[src/rtl/mem_arbiter.sv]
// -----------------------------------------------------------------------------
// mem_arbiter
//   Shares one slow main-memory port between the instruction cache (read-only)
//   and the data cache (read/write). Block transfers are serialised: a single
//   owner holds the memory port from its grant until mem_ready, and only that
//   owner sees its ready pulse and read data. A D-grant streak counter hands
//   the port to a waiting I-cache after MAX_D_STREAK consecutive D grants.
//
// Ports
//   clk, rst                    clock; asynchronous active-low reset
//   d_read, d_write, d_addr,
//   d_wdata, d_rdata, d_ready   D-cache request/response
//   i_read, i_addr, i_rdata,
//   i_ready                     I-cache request/response
//   mem_read, mem_write,
//   mem_addr, mem_wdata         registered memory command (held until mem_ready)
//   mem_rdata, mem_ready        memory response
//   grant_d, grant_i            current owner, mutually exclusive
// -----------------------------------------------------------------------------
module mem_arbiter #(
  parameter int ADDR_W       = 28,
  parameter int DATA_W       = 128,
  parameter int MAX_D_STREAK = 4
) (
  input  logic              clk,
  input  logic              rst,
  input  logic              d_read,
  input  logic              d_write,
  input  logic [ADDR_W-1:0] d_addr,
  input  logic [DATA_W-1:0] d_wdata,
  output logic [DATA_W-1:0] d_rdata,
  output logic              d_ready,
  input  logic              i_read,
  input  logic [ADDR_W-1:0] i_addr,
  output logic [DATA_W-1:0] i_rdata,
  output logic              i_ready,
  output logic              mem_read,
  output logic              mem_write,
  output logic [ADDR_W-1:0] mem_addr,
  output logic [DATA_W-1:0] mem_wdata,
  input  logic [DATA_W-1:0] mem_rdata,
  input  logic              mem_ready,
  output logic              grant_d,
  output logic              grant_i
);

  localparam int STREAK_W = $clog2(MAX_D_STREAK + 1);
  localparam logic [STREAK_W-1:0] STREAK_MAX = STREAK_W'(MAX_D_STREAK);

  typedef enum logic [1:0] {
    IDLE   = 2'd0,
    BUSY_D = 2'd1,
    BUSY_I = 2'd2
  } state_e;

  state_e              state_q,     state_d;
  logic                mem_read_q,  mem_read_d;
  logic                mem_write_q, mem_write_d;
  logic [ADDR_W-1:0]   mem_addr_q,  mem_addr_d;
  logic [DATA_W-1:0]   mem_wdata_q, mem_wdata_d;
  logic [STREAK_W-1:0] streak_q,    streak_d;

  logic d_req;
  logic d_wins;

  assign d_req = d_read | d_write;
  // D wins any contest until it has taken MAX_D_STREAK grants in a row
  // while the I-cache was waiting.
  assign d_wins = d_req && !(i_read && (streak_q == STREAK_MAX));

  always_comb begin
    // NOTE: every variable gets a default first so no path leaves it
    // unassigned; otherwise synthesis infers a latch.
    state_d     = state_q;
    mem_read_d  = mem_read_q;
    mem_write_d = mem_write_q;
    mem_addr_d  = mem_addr_q;
    mem_wdata_d = mem_wdata_q;
    streak_d    = streak_q;

    unique case (state_q)
      IDLE: begin
        if (d_wins) begin
          state_d     = BUSY_D;
          mem_addr_d  = d_addr;
          mem_wdata_d = d_wdata;
          // Read and write together is resolved as a write.
          mem_write_d = d_write;
          mem_read_d  = ~d_write;
          // A contested D win implies streak_q < MAX, so +1 cannot overflow.
          streak_d    = i_read ? streak_q + STREAK_W'(1) : '0;
        end else if (i_read) begin
          state_d     = BUSY_I;
          mem_addr_d  = i_addr;
          mem_read_d  = 1'b1;
          mem_write_d = 1'b0;
          streak_d    = '0;
        end
      end
      BUSY_D, BUSY_I: begin
        // Requester inputs are ignored here; the latched command stays put.
        if (mem_ready) begin
          state_d     = IDLE;
          mem_read_d  = 1'b0;
          mem_write_d = 1'b0;
        end
      end
      default: state_d = IDLE;
    endcase
  end

  always_ff @(posedge clk or negedge rst) begin
    if (!rst) begin
      state_q     <= IDLE;
      mem_read_q  <= 1'b0;
      mem_write_q <= 1'b0;
      // NOTE: the wide address/data holding registers are reset too, because
      // their reset value is visible on mem_addr/mem_wdata.
      mem_addr_q  <= '0;
      mem_wdata_q <= '0;
      streak_q    <= '0;
    end else begin
      // NOTE: non-blocking assignments so every flop samples pre-edge values.
      state_q     <= state_d;
      mem_read_q  <= mem_read_d;
      mem_write_q <= mem_write_d;
      mem_addr_q  <= mem_addr_d;
      mem_wdata_q <= mem_wdata_d;
      streak_q    <= streak_d;
    end
  end

  assign grant_d   = (state_q == BUSY_D);
  assign grant_i   = (state_q == BUSY_I);
  assign mem_read  = mem_read_q;
  assign mem_write = mem_write_q;
  assign mem_addr  = mem_addr_q;
  assign mem_wdata = mem_wdata_q;

  // Completion is steered combinationally to the owner only; a mem_ready
  // arriving in IDLE therefore produces nothing.
  assign d_ready = grant_d & mem_ready;
  assign i_ready = grant_i & mem_ready;
  assign d_rdata = d_ready ? mem_rdata : '0;
  assign i_rdata = i_ready ? mem_rdata : '0;

endmodule

[config.mk]
export PLATFORM = sky130hd
export DESIGN_NAME = mem_arbiter
export DESIGN_NICKNAME = d
export VERILOG_FILES = /design/src/rtl/mem_arbiter.sv
export SDC_FILE = /design/constraint.sdc
export NUM_CORES = 1
export LEC_CHECK = 0
export ABC_AREA = 1
export CAP_MARGIN = 25
export CORE_AREA = 2 2 283 285
export DETAILED_ROUTE_END_ITERATION = 7
export DIE_AREA = 0 0 285 287
export GPL_ROUTABILITY_DRIVEN = 0
export MAX_ROUTING_LAYER = met4
export PLACE_DENSITY = 0.39
export SYNTH_ARGS = -nofsm -noshare
export SYNTH_HDL_FRONTEND = slang
export SYNTH_SLANG_ARGS = --single-unit
[constraint.sdc]
create_clock -name clk -period 1.6 [get_ports clk]
set_input_delay 0.24 -clock clk [delete_from_list [all_inputs] [get_ports clk]]
set_output_delay 0.24 -clock clk [all_outputs]
set_load 0.01 [all_outputs]
* Word-level counts from Yosys, hierarchy flattened
Cells that the tools add are included.
** Word-level totals
- Bits in registers :: 163
- Input bits :: 318
- Output and inout bits :: 418
- Logic and storage cells :: 45
** Cells by class
- $add $sub $neg :: 1
- Equal/unequal tests :: 5
- Mux-type cells :: 18
- Bitwise operators :: 4
- Reduce and logical (&&, ||, !) cells :: 11
** Operators by type and width (count)
- $mux 128 :: 2
- $mux 28 :: 2
- $mux 3 :: 3
- $mux 2 :: 3
- $reduce_and 2->1 :: 3
- $mux 1 :: 5
- $pmux 1 s2 :: 2
- $pmux 2 s2 :: 1
- $reduce_bool 2->1 :: 2
- $add 3x1->3 const B :: 1
- $eq 3x3->1 const B :: 1
- $ne 3x3->1 const B :: 1
- $reduce_and 3->1 :: 1
- $and 1x1->1 :: 2
- $eq 2x1->1 const B :: 1
- $eq 2x2->1 const B :: 1
- $logic_and 1x1->1 :: 2
- $logic_not 2->1 :: 1
- $ne 2x2->1 const B :: 1
- $reduce_or 2->1 :: 1
- $logic_not 1->1 :: 1
- $not 1->1 :: 1
- $or 1x1->1 :: 1

* Longest topological paths before layout
- Depth in word-level cells :: 6
- Gate-level depth with buffers :: 9
- Gate-level depth less buffers :: 8

* Worst setup path before layout
OpenSTA, ideal clock, no wires.
- Path kind :: register -> output
- Start :: register state_q[0]
- End :: output i_rdata[100]
- Arrival :: 1393 ps
- Required time :: 1360 ps
- Path slack :: -33 ps
- Stages on the path, launching flop included :: 7
- Path buffers :: 2
- Cells stage by stage :: dfrtp_1 -> inv_1 -> ha_1 -> nand2_1 -> clkbuf_1 -> clkbuf_1 -> nor2_1
** On the way
- Word-level cells in the longest chain between the ends :: 3
** RTL lines
- start: declaration :: RTL line 56 : state_e state_q, state_d;
- start signal: assignment :: RTL line 124 : state_q <= state_d;
- $eq 2x2->1 :: RTL line 134 : assign grant_i = (state_q == BUSY_I);
- net grant_i :: RTL line 44 : output logic grant_i
- $and 1x1->1 :: RTL line 143 : assign i_ready = grant_i & mem_ready;
- $mux 128 :: RTL line 145 : assign i_rdata = i_ready ? mem_rdata : '0;
- end: declaration :: RTL line 35 : output logic [DATA_W-1:0] i_rdata,
The timed path passes the listed nets, and every way through them passes these cells.

* Worst setup path in the final report
- Start :: register state_q[0]
- End :: output d_rdata[9]
** On the way
- Word-level cells in the longest chain between the ends :: 3
** RTL lines
- $eq 2x1->1 :: RTL line 133 : assign grant_d = (state_q == BUSY_D);
- $and 1x1->1 :: RTL line 142 : assign d_ready = grant_d & mem_ready;
- $mux 128 :: RTL line 144 : assign d_rdata = d_ready ? mem_rdata : '0;
- end: declaration :: RTL line 31 : output logic [DATA_W-1:0] d_rdata,
Every way passes these cells.

==> flow_summary.ini <==
[setup_path]
cp.buffers_inverters = 5
r2r-start = state_q[0]
reg2regPathDepth = 12
crit_family = buffers and inverters
cp_slowest_stage_delay_ns = 0.40
r2r_end = mem_wdata[63]
rrSetupSlack_ns = -0.49
cp_slowest_cell = dfrtp_1
path_common_cell = buf_12
endpoint_kind = output pin
criticalPathCategory = reg2out
crit_chain = buf_6 -> ha_4 -> nand2_8 -> buf_12 -> buf_12 -> buf_16 -> nor2_4 -> buf_12
critPathArrivalTime_ns = 1.96
cp.required_ns = 1.36
startpoint_type = flip-flop
crit_fanout = 6

[cells_and_area]
stdcell_area_mm2 = 0.0202
final_common_cell = clkdlybuf4s50_1
nNetsFinal = 2437
finish.utilization_pct = 25.6
drive_gt1_share_pct = 29.9
final_cell_mix = clkdlybuf4s50_1, nand2_1, inv_1, dfrtp_1, buf_2
seq_area_mm2 = 0.00408
fillerInstances = 8609
multi_input_area_mm2 = 0.00437
stdcell_count = 3184
syn2layout_area_growth_pct = 132

[placement]
dp_cells = 3053
dp_hpwl_um = 49400
port_buffers = 735
placed_area_mm2 = 0.0178

[cts]
cts_tree = done
numCtsBuffers = 17
clkTransAtPathRegs_ns = 0.08
root_buffer = clkbuf_16
insertion_delay_ns = 0.48
cts.sinks = 163
htreeDepth = 4
cts_buffer_depth = 2

[synthesis]
synth_top_area_share_pct = 46.9
yosysTopAreaCell = dfrtp_1
synth_cells = 1274
syn_avg_cell_area_um2 = 6.83
synth-seq-cells = 163
ys_warn_count = 0
synth_nets = 1597
ys_seq_area_share_pct = 46.9
synth.top_cells.by_area = dfrtp_1, nand2_1, nor2_1, inv_1, o21ai_0
synthDistinctLibCells = 21
netlist_area_mm2 = 0.00870

[global_route]
grt_overflow_total = 0
grt_pass1_vias = 11800
antenna_found_initial = 24
grt.total_usage_pct = 15.2
grt_pass1_wl_um = 86500
grt_start_max_net_pins = 76

[drt]
dr.pass1.iters = 4
via_per_inst = 3.62
drtAntennaViolNets = 0
vias = 11500
finalWirelength_um = 64700
first_iter_violations = 345
wl_per_cell_um = 20.3
drc = 0

[floorplan]
coreArea_mm2 = 0.0786
floorplan.rows = 103
start_util_pct = 11.1
die_w_um = 285
fp.dieH_um = 287
die_area_mm2 = 0.0818
io-pin-count = 736

[timing]
fin_crit_ns = 2.20
rsz0062_at_grt = true
worst_pin_slew_ns = 0.528
period_share_pct = 137
fmax_ghz = 0.455
slew_headroom_pct = 64.8
hold_viol = 0
worst_slack_ns = -0.599
setup_violations = 564
finalMaxSlewViolations = 0
fin_skew_ns = 0.0188

[power]
power_w = 0.0289
powerDensity_mw_per_mm2 = 1430
vdd_ir_drop_max_v = 0.00117
p_leak_nw = 9.92

[min_path]
hp-class = in2async

[status]
violations = negative setup slack
status = complete, but fails checks

[flow_run]
drv_cap = 0
timing repair:
item,CTS,global route
setup endpoints to repair,572,581
hold buffers,1,0
resized for setup,721,695
gates cloned,15,10
setup buffers,26,46
pin swaps,7,10
hold endpoints to repair,163,0
final cells by class:
type,count,share of cell area (%)
repair buffers,906,44.7
multi-input cells,828,21.7
flip-flops and latches,163,20.2
well taps,1050,6.52
inverters,198,3.69
clock buffers,17,2.11
clock inverters,15,0.907
diodes,7,0.0869
sequential cells by signal, indices dropped and copies added, names as in the netlist:
signal	flops
mem_wdata	128
mem_addr	28
streak_q	3
state_q	2
mem_read	1
mem_write	1
cell families (layout without fill, tap and decap cells):
family,count (synthesis),after routing,synth area share (%)
fa+ha+maj,5,5,0.719
compound gates,133,133,7.70
flops,163,163,46.9
buf+inv,283,1136,13.7
simple gates,690,690,30.9
other cells,0,7,0
through the flow:
stage	hold WS, ns	TNS [ns]	setup WS (ns)
floorplan	-0.0556	-3.26	-0.0326
global placement	0.131	-196.21	-0.681
detailed placement	0.132	-201.79	-0.703
CTS	0.138	-221.40	-0.684
global route	0.180	-240.49	-0.702
finish	0.183	-186.00	-0.599
worst max-delay path by stage:
stage | slack (ns) | from | cells past startpoint | endpoint
after detailed placement | -0.70 | mem_ready | 6 | d_rdata[83]
final | -0.60 | state_q[0] | 8 | d_rdata[9]
after global placement | -0.68 | mem_ready | 6 | i_rdata[3]
after CTS | -0.68 | state_q[0] | 8 | d_rdata[9]
after global routing | -0.70 | state_q[0] | 8 | d_rdata[9]
after floorplan | -0.03 | state_q[0] | 6 | i_rdata[100]
Yosys cell counts:
| master | n |
|---|---|
| a21oi_2 | 1 |
| buf_1 | 1 |
| buf_2 | 13 |
| buf_4 | 6 |
| buf_6 | 11 |
| clkbuf_1 | 45 |
| clkbuf_2 | 9 |
| dfrtp_1 | 163 |
| ha_1 | 5 |
| inv_1 | 196 |
| inv_2 | 2 |
| nand2_1 | 363 |
| nand2_2 | 1 |
| nand2_4 | 1 |
| nand3_1 | 60 |
| nand3_2 | 1 |
| nand4_1 | 1 |
| nor2_1 | 262 |
| nor2_4 | 1 |
| o21ai_0 | 130 |
| o21ai_1 | 2 |
worst register-to-register path, stage by stage, from the launching register on:
cell      delay [ns]
dfrtp_1         0.42
inv_2           0.09
buf_4           0.10
buf_4           0.09
buf_4           0.09
ha_1            0.19
clkinv_2        0.08
buf_12          0.15
nor2_4          0.22
buf_4           0.23
buf_4           0.17
nand2_1         0.11
nand2_1         0.08
report_power, final:
group | internal, W | switching, W | total (W)
clock | 0.00226 | 0.00220 | 0.00446
sequential | 0.00615 | 0.00105 | 0.00720
combinational | 0.00863 | 0.00861 | 0.0172
total | 0.0170 | 0.0119 | 0.0289
metal layers:
| metal | up-vias | global-route usage, % | wire length, µm |
|---|---|---|---|
| li1 | 5474 | - | - |
| met1 | 5480 | 16.0 | 24400 |
| met2 | 501 | 27.0 | 33900 |
| met3 | 82 | 4.65 | 4350 |
| met4 | 0 | 4.91 | 2080 |
| met5 | - | - | 0 |
Note: power is estimated with default switching activity, not from simulation.
